## src/rtl/rca_seq_adder.sv

```systemverilog
`timescale 1ns/1ps
// -----------------------------------------------------------------------------
// rca_seq_adder
//
// Multi-cycle wide adder. A single 4-bit ripple-carry slice is reused over
// N = WIDTH/4 clock cycles, least-significant slice first, with the carry
// held in a register between slices. Valid/ready handshakes on both sides.
//
// Optional feature macro: SUB_EN
//   defined   : sub=1 at the input handshake computes a-b (opB = ~b, carry-in
//               forced to 1); cout=1 then means "no borrow".
//   undefined : sub is accepted on the port but ignored; always a+b+cin.
//
// Parameters:
//   WIDTH      operand/result width, multiple of 4, >= 4 (default 16)
//
// Ports:
//   clk        clock, rising edge
//   rst        synchronous active-high reset
//   in_valid   operand request
//   in_ready   high while idle; operands accepted on in_valid && in_ready
//   a, b       operands, sampled on the input handshake
//   cin        carry-in, sampled on the input handshake
//   sub        subtract request, sampled on the input handshake
//   out_valid  result available (held until out_ready)
//   out_ready  consumer accepts the result
//   sum        registered result
//   cout       registered final carry-out
// -----------------------------------------------------------------------------
module rca_seq_adder #(
  parameter int WIDTH = 16
) (
  input  logic             clk,
  input  logic             rst,
  input  logic             in_valid,
  output logic             in_ready,
  input  logic [WIDTH-1:0] a,
  input  logic [WIDTH-1:0] b,
  input  logic             cin,
  input  logic             sub,
  output logic             out_valid,
  input  logic             out_ready,
  output logic [WIDTH-1:0] sum,
  output logic             cout
);

  localparam int N  = WIDTH / 4;
  localparam int KW = (N > 1) ? $clog2(N) : 1;
  localparam logic [KW-1:0] K_LAST = KW'(N - 1);

  typedef enum logic [1:0] {
    IDLE = 2'd0,
    RUN  = 2'd1,
    DONE = 2'd2
  } state_t;

  state_t             state_r;
  state_t             state_nxt_s;
  logic [KW-1:0]      k_r;
  logic               carry_r;
  logic [WIDTH-1:0]   opa_r;
  logic [WIDTH-1:0]   opb_r;
  logic [WIDTH-1:0]   sum_r;
  logic               cout_r;

  logic               accept_s;
  logic               last_slice_s;
  logic [KW+1:0]      shift_s;
  logic [3:0]         slice_a_s;
  logic [3:0]         slice_b_s;
  logic [4:0]         slice_t_s;
  logic [WIDTH-1:0]   sum_nxt_s;
  logic [WIDTH-1:0]   opb_cap_s;
  logic               carry_cap_s;

  // Handshake outputs are pure decodes of the registered state.
  assign in_ready  = (state_r == IDLE);
  assign out_valid = (state_r == DONE);
  assign sum       = sum_r;
  assign cout      = cout_r;

  assign accept_s     = in_valid && (state_r == IDLE);
  assign last_slice_s = (k_r == K_LAST);

`ifdef SUB_EN
  // Subtraction is a + ~b + 1; cin is overridden in that case.
  assign opb_cap_s   = sub ? ~b : b;
  assign carry_cap_s = sub ? 1'b1 : cin;
`else
  logic unused_sub_s;
  assign unused_sub_s = sub;
  assign opb_cap_s    = b;
  assign carry_cap_s  = cin;
`endif

  // Single 4-bit ripple slice selected by k; sum slice merged into the result.
  always_comb begin
    shift_s   = {k_r, 2'b00};
    slice_a_s = 4'(opa_r >> shift_s);
    slice_b_s = 4'(opb_r >> shift_s);
    slice_t_s = {1'b0, slice_a_s} + {1'b0, slice_b_s} + {4'b0000, carry_r};
    sum_nxt_s = (sum_r & ~(WIDTH'(4'hF) << shift_s))
              | (WIDTH'(slice_t_s[3:0]) << shift_s);
  end

  // Next-state logic for the IDLE -> RUN -> DONE sequence.
  always_comb begin
    state_nxt_s = state_r;
    case (state_r)
      IDLE: begin
        if (accept_s) begin
          state_nxt_s = RUN;
        end else begin
          state_nxt_s = IDLE;
        end
      end
      RUN: begin
        if (last_slice_s) begin
          state_nxt_s = DONE;
        end else begin
          state_nxt_s = RUN;
        end
      end
      DONE: begin
        if (out_ready) begin
          state_nxt_s = IDLE;
        end else begin
          state_nxt_s = DONE;
        end
      end
      default: begin
        state_nxt_s = IDLE;
      end
    endcase
  end

  // State register.
  always_ff @(posedge clk) begin
    if (rst) begin
      state_r <= IDLE;
    end else begin
      state_r <= state_nxt_s;
    end
  end

  // Operand capture, per-slice accumulation and carry chaining.
  always_ff @(posedge clk) begin
    if (rst) begin
      k_r     <= '0;
      carry_r <= 1'b0;
      opa_r   <= '0;
      opb_r   <= '0;
      sum_r   <= '0;
      cout_r  <= 1'b0;
    end else begin
      case (state_r)
        IDLE: begin
          if (accept_s) begin
            opa_r   <= a;
            opb_r   <= opb_cap_s;
            carry_r <= carry_cap_s;
            sum_r   <= '0;
            cout_r  <= 1'b0;
            k_r     <= '0;
          end
        end
        RUN: begin
          sum_r   <= sum_nxt_s;
          carry_r <= slice_t_s[4];
          if (last_slice_s) begin
            cout_r <= slice_t_s[4];
          end else begin
            k_r <= k_r + KW'(1'b1);
          end
        end
        DONE: begin
          // Result held until the consumer takes it.
        end
        default: begin
          k_r <= '0;
        end
      endcase
    end
  end

endmodule

```

## config.mk

```make
export PLATFORM = sky130hd
export DESIGN_NAME = rca_seq_adder
export DESIGN_NICKNAME = d
export VERILOG_FILES = /design/src/rtl/rca_seq_adder.sv
export SDC_FILE = /design/constraint.sdc
export NUM_CORES = 1
export LEC_CHECK = 0
export ABC_AREA = 1
export CELL_PAD_IN_SITES_DETAIL_PLACEMENT = 0
export CELL_PAD_IN_SITES_GLOBAL_PLACEMENT = 1
export CORE_UTILIZATION = 38
export DETAILED_ROUTE_END_ITERATION = 8
export PLACE_DENSITY = 0.92
export SLEW_MARGIN = 20
export SYNTH_ARGS = -nofsm -noshare
export SYNTH_HDL_FRONTEND = slang
export SYNTH_SLANG_ARGS = --single-unit
```

## constraint.sdc

```tcl
create_clock -name clk -period 6 [get_ports clk]
set_input_delay 1.2 -clock clk [delete_from_list [all_inputs] [get_ports clk]]
set_output_delay 1.2 -clock clk [all_outputs]
set_load 0.01 [all_outputs]
```

# After elaboration in Yosys (flattened, before gate mapping)
# Cells that the tools add are included.
# totals
reg_bits	54
in_bits	38
wordCells	45
# classes
n_addsub	3
n_eq_ne	6
shifts	4
n_mux	14
bitwise	4
reduce_logical	7
# op_table
cell	n
one-hot mux 16 bit (2 select lines)	1
>> shifter 16 x 4 -> 4 bit	2
bitwise AND 16 bit	1
2-to-1 mux 16 bit	1
NOT 16 bit	1
OR 16 bit	1
left shift 4 x 4 -> 16 bit	1
left shift 4 x 4 -> 16 bit (first input constant)	1
one-hot mux 2 bit (3 select lines)	2
2-to-1 mux 2 bit	4
AND reduction 3 bit	2
adder 4 x 4 -> 5 bit	1
adder 5 x 1 -> 5 bit	1
== test 2 bit (second input constant)	2
2-to-1 mux 1 bit	4
!= test 2 bit (second input constant)	2
one-hot mux 1 bit (2 select lines)	2
AND reduction 2 bit	2
adder 2 x 1 -> 2 bit (second input constant)	1
== test 2 x 1 -> 1 bit (second input constant)	1
zero test 2 bit	1
!= test 2 x 1 -> 1 bit (second input constant)	1
nonzero test 2 bit	1
logical AND 1 bit	1
NOT 1 bit	1

# Longest topological paths before layout
# Gate-level depths: netlist of run 1.
# depth
depth_word	6
mapped_depth	11
mapped_depth_nobuf	9

# Worst setup path after synthesis of run 1
# No wires, ideal clock.
# synth_path
kind	reg2reg
start	reg k_r[1]
end	reg carry_r
setup_ns	0.133
arrival_time_ns	2.252
t_required_ns	5.867
slack_ns	3.616
stages_incl_launch_ff	12
cell_sequence	dfxtp_1 clkbuf_2 inv_1 buf_2 o21ai_0 o22ai_1 fa_1 fa_1 nand2_1 a21oi_1 o21ai_0 a31oi_1
# synth_via
elab_chain_len	4
# synth_rtl
element	line	text
start, declared	59	logic [KW-1:0] k_r;
start signal, assigned	173	k_r <= k_r + KW'(1'b1);
>> shifter 16 x 4 -> 4 bit, on equally long branches	99, 100	
adder 4 x 4 -> 5 bit *	101	slice_t_s = {1'b0, slice_a_s} + {1'b0, slice_b_s} + {4'b0000, carry_r};
adder 5 x 1 -> 5 bit *	101	
one-hot mux 1 bit (2 select lines) *	156	case (state_r)
end signal, assigned	161	carry_r <= carry_cap_s;
end signal, assigned	169	carry_r <= slice_t_s[4];
end, declared	60	logic carry_r;
# Every way passes the cells marked *; elsewhere a longest branch is shown, timed or not.
# A chain may end at the register's enable or synchronous reset.

# Worst setup path after layout of run 1
# layout_path
start	reg k_r[0]
end	reg carry_r
# The elaborated chain is that of the path after synthesis.

==> impl_summary.md, run 1 <==
STA
Counting I/O delays and the setup requirement, the final critical path takes 3.40 ns. Measured against its own limit, the worst slew margin works out to 42.9%. On the final layout, the worst clock skew is 0.00669 ns. The final number of hold-violating endpoints is 0. The final number of setup-violating endpoints is 0. The slew at the pin closest to its max-slew limit is 0.856 ns. Adding up every negative setup slack in the final design gives 0 ns.

The max-slew violation count is 0. In the finished design, the share of the clock period the worst path needs comes to 56.7%. For this run, the top clock speed supported by timing is 294 MHz. Setup repair after global routing left no endpoint under its margin.

Logic synthesis
The count of different cell masters after synthesis is 25. The number of synthesis warnings is 0. The number of nets in the synthesized netlist is 369. The synthesized netlist occupies a cell area of 2400 µm². The cell count after synthesis came out at 322. The sequential area share after synthesis is 45.0%.

Counting flops and latches in the post-synthesis netlist gives 54. The average instance in the mapped netlist occupies 7.46 µm².

Finish
From synthesis to final layout, the design area changed by 29.5%. The final net count is 413. The number of antenna diodes in the final layout is 0. The utilization after layout is 51.9%. Cells with a size suffix above 1 make up 5.18% of the layout.

Job
The tool flagged a number of max-cap violations equal to 0.

Routing
For this run, the detailed router's first-pass iteration total came to 4. After detailed routing, the average wire length per cell comes to 12.1 µm. The final wirelength is 5330 µm. The starting DRC count in detailed routing is 174.

Detailed routing inserted a total of 2166 vias. After detailed routing, the number of vias per cell comes to 4.90. The final routed DRC violation total is 0.

The count of antenna-violating nets left after detailed routing is 0.

Setup path
The endpoint arrival time on the critical path is 3.57 ns. In this run the critical register-to-register path is launched from k_r[0]$_SDFFE_PP0P_. The reg-to-reg endpoint is carry_r$_SDFFE_PP0P_. The critical path is of the flip-flop to flip-flop type. Counting cells, the worst reg-to-reg path comes to 9. Setup slack on the worst reg-to-reg path comes out at 2.60 ns. The required time at the worst-slack endpoint is 6.16 ns.

The sort of element at the end of the critical path is a flip-flop. The largest fanout on the critical path is 27. The critical path launch point type is a flip-flop.

Die
The die outline area is 6640 µm². Measured along the x axis, the die boundary spans 81.5 µm. The total number of placement rows is 28. The floorplan step defined a core boundary enclosing 5990 µm². Measured along the y axis, the die boundary spans 81.5 µm. Once the floorplan was initialized, standard cells occupied 40.1% of the core. The I/O pin count is 57.

Clock network
The root buffer cell is sky130_fd_sc_hd__clkbuf_8. In this run, CTS created clock tree buffers numbering 5. The number of buffers between clock root and the deepest sink is 2.

In this run, post-CTS hold repair placed 0 buffers. The number of sinks driven by the clock tree is 54. The H-tree depth is 2. TritonCTS built the clock tree. The clock-pin slew on the worst setup and hold paths is 0.09 ns. Once the clock tree was built, the setup fixing pass inserted 0 buffers. The clock reaches the later pin of the worst-skew pair after 0.31 ns. The post-cts resize count is 0.

Min path
The hold path startpoint is sum[4]$_SDFFE_PP0P_. For hold timing, the worst endpoint is sum[4]$_SDFFE_PP0P_. The path class of the tightest hold or removal check is flip-flop to flip-flop. The worst hold path depth is 2.

Global routing
The first-pass GRT wire length is 8960 µm. The total overflow reported by the global router is 0. The number of antenna violations at the first check in global routing came to 0. In the global route stage, overall resource usage came out at 17.5%. The maximum number of pins on one net before global-route repair is 37. The number of global-route vias before repair came to 1969.

Placed design
The final weighted congestion in routability-driven placement is 0.803. Once detailed placement completed, the half-perimeter wirelength came to 3710 µm. Port buffering added 55 buffers.

Run status
The flow ran to the end, and the final reports show no timing, DRC or antenna violations.

Power
Power spread over the standard cell area amounts to 273 nW/µm². The leakage power figure is 1.26 nW. The largest vdd supply drop is 157 µV.
==> how the worst max path moves through the flow <==
| stage | startpoint | to | slack, ns |
|---|---|---|---|
| after floorplan | k_r[1]$_SDFFE_PP0P_ | carry_r$_SDFFE_PP0P_ | 3.62 |
| after global routing | k_r[0]$_SDFFE_PP0P_ | sum[9]$_SDFFE_PP0P_ | 2.21 |
| after global placement | k_r[0]$_SDFFE_PP0P_ | sum[10]$_SDFFE_PP0P_ | 2.66 |
| after CTS | k_r[0]$_SDFFE_PP0P_ | carry_r$_SDFFE_PP0P_ | 2.58 |
| final | k_r[0]$_SDFFE_PP0P_ | carry_r$_SDFFE_PP0P_ | 2.60 |
| after detailed placement | k_r[0]$_SDFFE_PP0P_ | carry_r$_SDFFE_PP0P_ | 2.58 |
==> report_power, final <==
group | internal [W] | total (W) | switching [W]
clock | 0.000178 | 0.000295 | 0.000117
sequential | 0.000383 | 0.000400 | 0.0000170
combinational | 0.0000679 | 0.000154 | 0.0000858
==> cell usage after synthesis <==
| master | n | share of area (%) |
|---|---|---|
| sky130_fd_sc_hd__a211oi_1 | 1 | 0.31 |
| sky130_fd_sc_hd__xnor2_1 | 1 | 0.36 |
| sky130_fd_sc_hd__nand4_1 | 4 | 1.0 |
| sky130_fd_sc_hd__nand3_1 | 4 | 0.83 |
| sky130_fd_sc_hd__inv_1 | 11 | 1.7 |
| sky130_fd_sc_hd__dfxtp_1 | 54 | 45 |
| sky130_fd_sc_hd__o21ai_2 | 2 | 0.73 |
| sky130_fd_sc_hd__fa_1 | 2 | 1.7 |
| sky130_fd_sc_hd__a31oi_1 | 1 | 0.26 |
| sky130_fd_sc_hd__ha_1 | 7 | 3.6 |
| sky130_fd_sc_hd__inv_2 | 3 | 0.47 |
| sky130_fd_sc_hd__o22ai_1 | 8 | 2.1 |
| sky130_fd_sc_hd__inv_4 | 1 | 0.26 |
| sky130_fd_sc_hd__clkbuf_2 | 2 | 0.42 |
| sky130_fd_sc_hd__buf_2 | 7 | 1.5 |
| sky130_fd_sc_hd__o21a_1 | 1 | 0.31 |
| sky130_fd_sc_hd__o21ai_0 | 50 | 10 |
| sky130_fd_sc_hd__a22oi_1 | 2 | 0.63 |
| sky130_fd_sc_hd__nor2_1 | 89 | 14 |
| sky130_fd_sc_hd__nor2_4 | 2 | 0.94 |
| sky130_fd_sc_hd__nand2_1 | 37 | 5.8 |
| sky130_fd_sc_hd__a21oi_1 | 21 | 4.4 |
| sky130_fd_sc_hd__nor2_8 | 2 | 1.7 |
| sky130_fd_sc_hd__clkbuf_1 | 9 | 1.4 |
| sky130_fd_sc_hd__nand2_2 | 1 | 0.26 |
==> sequential cells by signal, summed over array words and instances, names as in the netlist <==
| register | flops |
|---|---|
| carry_r | 1 |
| state_r | 2 |
| cout | 1 |
| sum | 16 |
| opa_r | 16 |
| opb_r | 16 |
| k_r | 2 |
==> metrics by stage <==
stage	setup slack, ns	instances	total power [W]	cell area (µm²)	hold slack [ns]
after floorplan	3.62	322	0.000505	2400	0.470
after global placement	2.66	434	0.000560	2970	0.449
after detailed placement	2.58	434	0.000562	2970	0.452
after CTS	2.58	442	0.000858	3110	0.465
after global routing	2.21	442	0.000898	3110	0.479
final	2.60	442	0.000848	3110	0.465
==> per-layer routing <==
metal | share of wire (%) | up-vias | GRT usage [%]
li1 | - | 1146 | -
met1 | 49 | 967 | 22.4
met2 | 45 | 46 | 28.7
met3 | 4.4 | 7 | 4.44
met4 | 1.3 | 0 | 5.71
met5 | 0 | - | 0
==> cell usage in the layout, fill, tap and decap left out, types with 2 or more instances in the layout <==
cell	Yosys	routed
sky130_fd_sc_hd__a21oi_1	21	21
sky130_fd_sc_hd__a22oi_1	2	2
sky130_fd_sc_hd__bufinv_16	0	2
sky130_fd_sc_hd__clkbuf_8	0	6
sky130_fd_sc_hd__clkdlybuf4s50_1	0	55
sky130_fd_sc_hd__dfxtp_1	54	54
sky130_fd_sc_hd__fa_1	2	2
sky130_fd_sc_hd__ha_1	7	7
sky130_fd_sc_hd__inv_1	11	11
sky130_fd_sc_hd__inv_2	3	3
sky130_fd_sc_hd__nand2_1	37	37
sky130_fd_sc_hd__nand3_1	4	4
sky130_fd_sc_hd__nand4_1	4	4
sky130_fd_sc_hd__nor2_1	89	89
sky130_fd_sc_hd__nor2_4	2	2
sky130_fd_sc_hd__nor2_8	2	2
sky130_fd_sc_hd__o21ai_0	50	50
sky130_fd_sc_hd__o21ai_2	2	2
sky130_fd_sc_hd__o22ai_1	8	8
==> critical path, cell delays in order, from the launching register on <==
cell                      delay [ns]
sky130_fd_sc_hd__dfxtp_1        0.89
sky130_fd_sc_hd__inv_1          0.57
sky130_fd_sc_hd__o21ai_0        0.30
sky130_fd_sc_hd__o22ai_1        0.13
sky130_fd_sc_hd__fa_1           0.45
sky130_fd_sc_hd__fa_1           0.42
sky130_fd_sc_hd__nand2_1        0.09
sky130_fd_sc_hd__a21oi_1        0.06
sky130_fd_sc_hd__o21ai_0        0.23
sky130_fd_sc_hd__a31oi_1        0.11
==> layout make-up <==
class	count	area (µm²)
Fill cell	573	2880
Multi-Input combinational cell	235	1180
Sequential cell	54	1080
Timing Repair Buffer	55	551
Tap cell	75	93.8
Clock buffer	6	82.6
Clock inverter	2	60.1
Inverter	15	58.8
==> cell families after synthesis <==
| group | Yosys count | share of synthesized area (%) |
|---|---|---|
| AO/OA/AOI/OAI | 86 | 19.1 |
| XOR/XNOR | 1 | 0.365 |
| adder cells (fa/ha/maj) | 9 | 5.32 |
| buffers and inverters | 33 | 5.73 |
| flip-flops | 54 | 45.0 |
| AND/OR/NAND/NOR | 139 | 24.4 |
No activity file was read; power rests on OpenSTA's default activity.
==> run 2: changes to the inputs <==
Settings changed: CORE_UTILIZATION 38 to 32, PLACE_DENSITY 0.92 to 0.84.
Clock period 6 ns to 3.1 ns, I/O delays scaled along.
==> run 2 against run 1 <==
Highest routed layer unchanged. Power rose by 93%. Flip-flop and latch count did not move. Via count rose by 2.9%. Cell area rose by 2.3%.
==> impl_summary.md, run 2 (synthesized netlist as in run 1, its figures left out) <==
Min path
The path class of the tightest hold or removal check is flip-flop to flip-flop. Along the worst hold path, the cell count comes to 2.

Clock network
Once the clock tree was built, the resizer swapped 0 gates to a different size. The root buffer cell chosen for the clock tree is sky130_fd_sc_hd__clkbuf_8. The TritonCTS buffer count is 5. The number of hold buffers added after cts is 0.

The number of buffers inserted to repair setup after CTS is 0. The clock-pin slew on the worst setup and hold paths is 0.11 ns. The number of buffers between clock root and the deepest sink is 2. The CTS tree is yes. The later pin in the worst-skew pair is clocked with a latency of 0.32 ns. The clock net in this run drives a total of 54 sinks. The H-tree was split into 2 levels.

Die
During I/O placement, the number of pins put on the boundary was 57. From bottom edge to top edge, the die measures 88.6 µm. The initial utilization of the core area, before any placement, comes to 33.1%. From left edge to right edge, the die measures 88.6 µm. The area of the placeable core is 7250 µm². The floorplan has 31 rows. The die outline area is 7850 µm².

Routing
The overall via count from detail_route is 2229. In the final routed layout, each cell accounts on average for 12.0 µm. In the routed design, unresolved DRC markers number 0.

The count of nets left with antenna violations once routing finished came out at 0. The routed design has 5660 µm of wire. The per-cell via count in the routed design is 4.72. The first detailed-routing pass took 4 iterations. For this block, the initial DRC count from the detailed router was 140.

Power
In this run the static leakage power is 1.29 nW. The power density over cell area is 516 nW/µm². The worst-case IR drop observed on VDD is 169 µV.

Finish
Across the whole layout, storage elements account for 1080 µm². In the layout the commonest cells are 89 x sky130_fd_sc_hd__nor2_1, 55 x sky130_fd_sc_hd__clkdlybuf4s50_1, 54 x sky130_fd_sc_hd__dfxtp_1. The final net count is 419. Leaving out filler cells and counting taps, the final layout contains 472. Counting the fill cells in the layout gives 765. In the final layout, the share of cells above drive strength 1 is 6.70%. The signed area change from the synthesized netlist to the final layout is 32.4%.

The most common library cell in the layout ignoring fill and taps is sky130_fd_sc_hd__nor2_1. The area of combinational cells with multiple inputs is 1180 µm². The number of antenna repair diodes is 0.

Setup path
The worst setup path category is flip-flop to flip-flop. The critical path goes through inv_1, o21ai_0, o22ai_1, fa_1, fa_1, nand2_1, a21oi_1, o21ai_0, a31oi_1. In this design, the stage delay of the slowest critical-path cell is 0.44 ns. The cell family contributing the most delay on the critical path is adder cells.

The number of cells on the worst reg-to-reg path is 9. The endpoint arrival time on the critical path is 2.62 ns. The critical path runs through a total of 9 cells.

The required time at the worst-slack endpoint is 3.30 ns. The library cell contributing the largest single delay on the critical path is sky130_fd_sc_hd__fa_1. The critical path launch point type is a flip-flop. Together, buffers and inverters on the worst path number 1.

The sort of element at the end of the critical path is a flip-flop. The largest fanout on the critical path is 17.

STA
The summed negative setup slack over all endpoints is 0 ns. The slew at the pin closest to its max-slew limit is 0.820 ns. The worst slew margin relative to its limit is 45.3%. The minimum clock period is 2.42 ns. The final clock period utilization by the worst path is 78.1%. Across the routed clock network, the largest skew measured is 0.0179 ns. Setup repair after global routing left no endpoint under its margin. Based on the critical path, the design can be clocked at up to 413 MHz. Setup violations remaining at the end of the flow were counted as 0. The final number of hold-violating endpoints is 0. The max-slew violation count came to 0.

Placed design
Input and output buffers added on the ports amount to 55. The detailed-placement wirelength estimate is 3950 µm. Including well taps, the total number of placed cells is 464. The congestion estimate from routability-driven global placement came to 0.861.

Job
The tool flagged a number of max-cap violations equal to 0.

Global routing
The first-pass GRT wire length is 9670 µm. For this run, the total global-route usage over all layers was measured as 15.9%. The number of antenna violations at the first check in global routing is 0. The total overflow reported by the global router is 0. The maximum number of pins on one net before global-route repair is 36. The number of global-route vias before repair is 2139.

Run status
The flow ran to the end, and the final reports show no timing, DRC or antenna violations.
==> run 2: worst paths after layout <==
| check | startpoint | slack [ns] | end |
|---|---|---|---|
| min | sum[2]$_SDFFE_PP0P_ | 0.47 | sum[2]$_SDFFE_PP0P_ |
| max reg2reg | k_r[0]$_SDFFE_PP0P_ | 0.68 | carry_r$_SDFFE_PP0P_ |
| max | k_r[0]$_SDFFE_PP0P_ | 0.68 | carry_r$_SDFFE_PP0P_ |
| min reg2reg | sum[2]$_SDFFE_PP0P_ | 0.47 | sum[2]$_SDFFE_PP0P_ |
==> run 2: final cells by class <==
class	count	share of cell area, %
clock buffers	5	2.16
clock inverters	3	2.16
inverters	15	1.85
multi-input cells	235	37.2
flip-flops and latches	54	34.0
well taps	99	3.90
repair buffers	61	18.7
==> run 2: per-stage QoR <==
step / cell area, µm² / hold WS (ns) / setup slack (ns) / power, W / utilization, %
2_1_floorplan: 2400 / 0.470 / 0.716 / 0.000978 / -
3_3_place_gp: 3040 / 0.450 / 0.734 / 0.00109 / 41.9
3_5_place_dp: 3040 / 0.454 / 0.681 / 0.00110 / 41.9
4_1_cts: 3180 / 0.469 / 0.653 / 0.00165 / 43.8
5_1_grt: 3180 / 0.477 / 0.510 / 0.00173 / 43.8
6_report: 3180 / 0.467 / 0.679 / 0.00164 / 43.8
==> run 2: tightest hold or removal path: stages, from the launching register on <==
cell and delay, ns:
sky130_fd_sc_hd__dfxtp_1 0.32, sky130_fd_sc_hd__nand2_1 0.06, sky130_fd_sc_hd__a21oi_1 0.05
==> run 2: per-layer routing <==
| layer | up-vias | wire length, µm | global-route usage, % | share of wire (%) |
|---|---|---|---|---|
| li1 | 1154 | - | - | - |
| met1 | 1019 | 2650 | 20.8 | 47 |
| met2 | 51 | 2670 | 26.1 | 47 |
| met3 | 5 | 263 | 3.17 | 4.7 |
| met4 | 0 | 77 | 5.72 | 1.4 |
| met5 | - | 0 | 0 | 0 |
==> run 2: where the power goes <==
group          switching (W)  internal, W
Combinational       0.000179     0.000138
Clock               0.000234     0.000323
Sequential         0.0000244     0.000741
Total               0.000437      0.00120
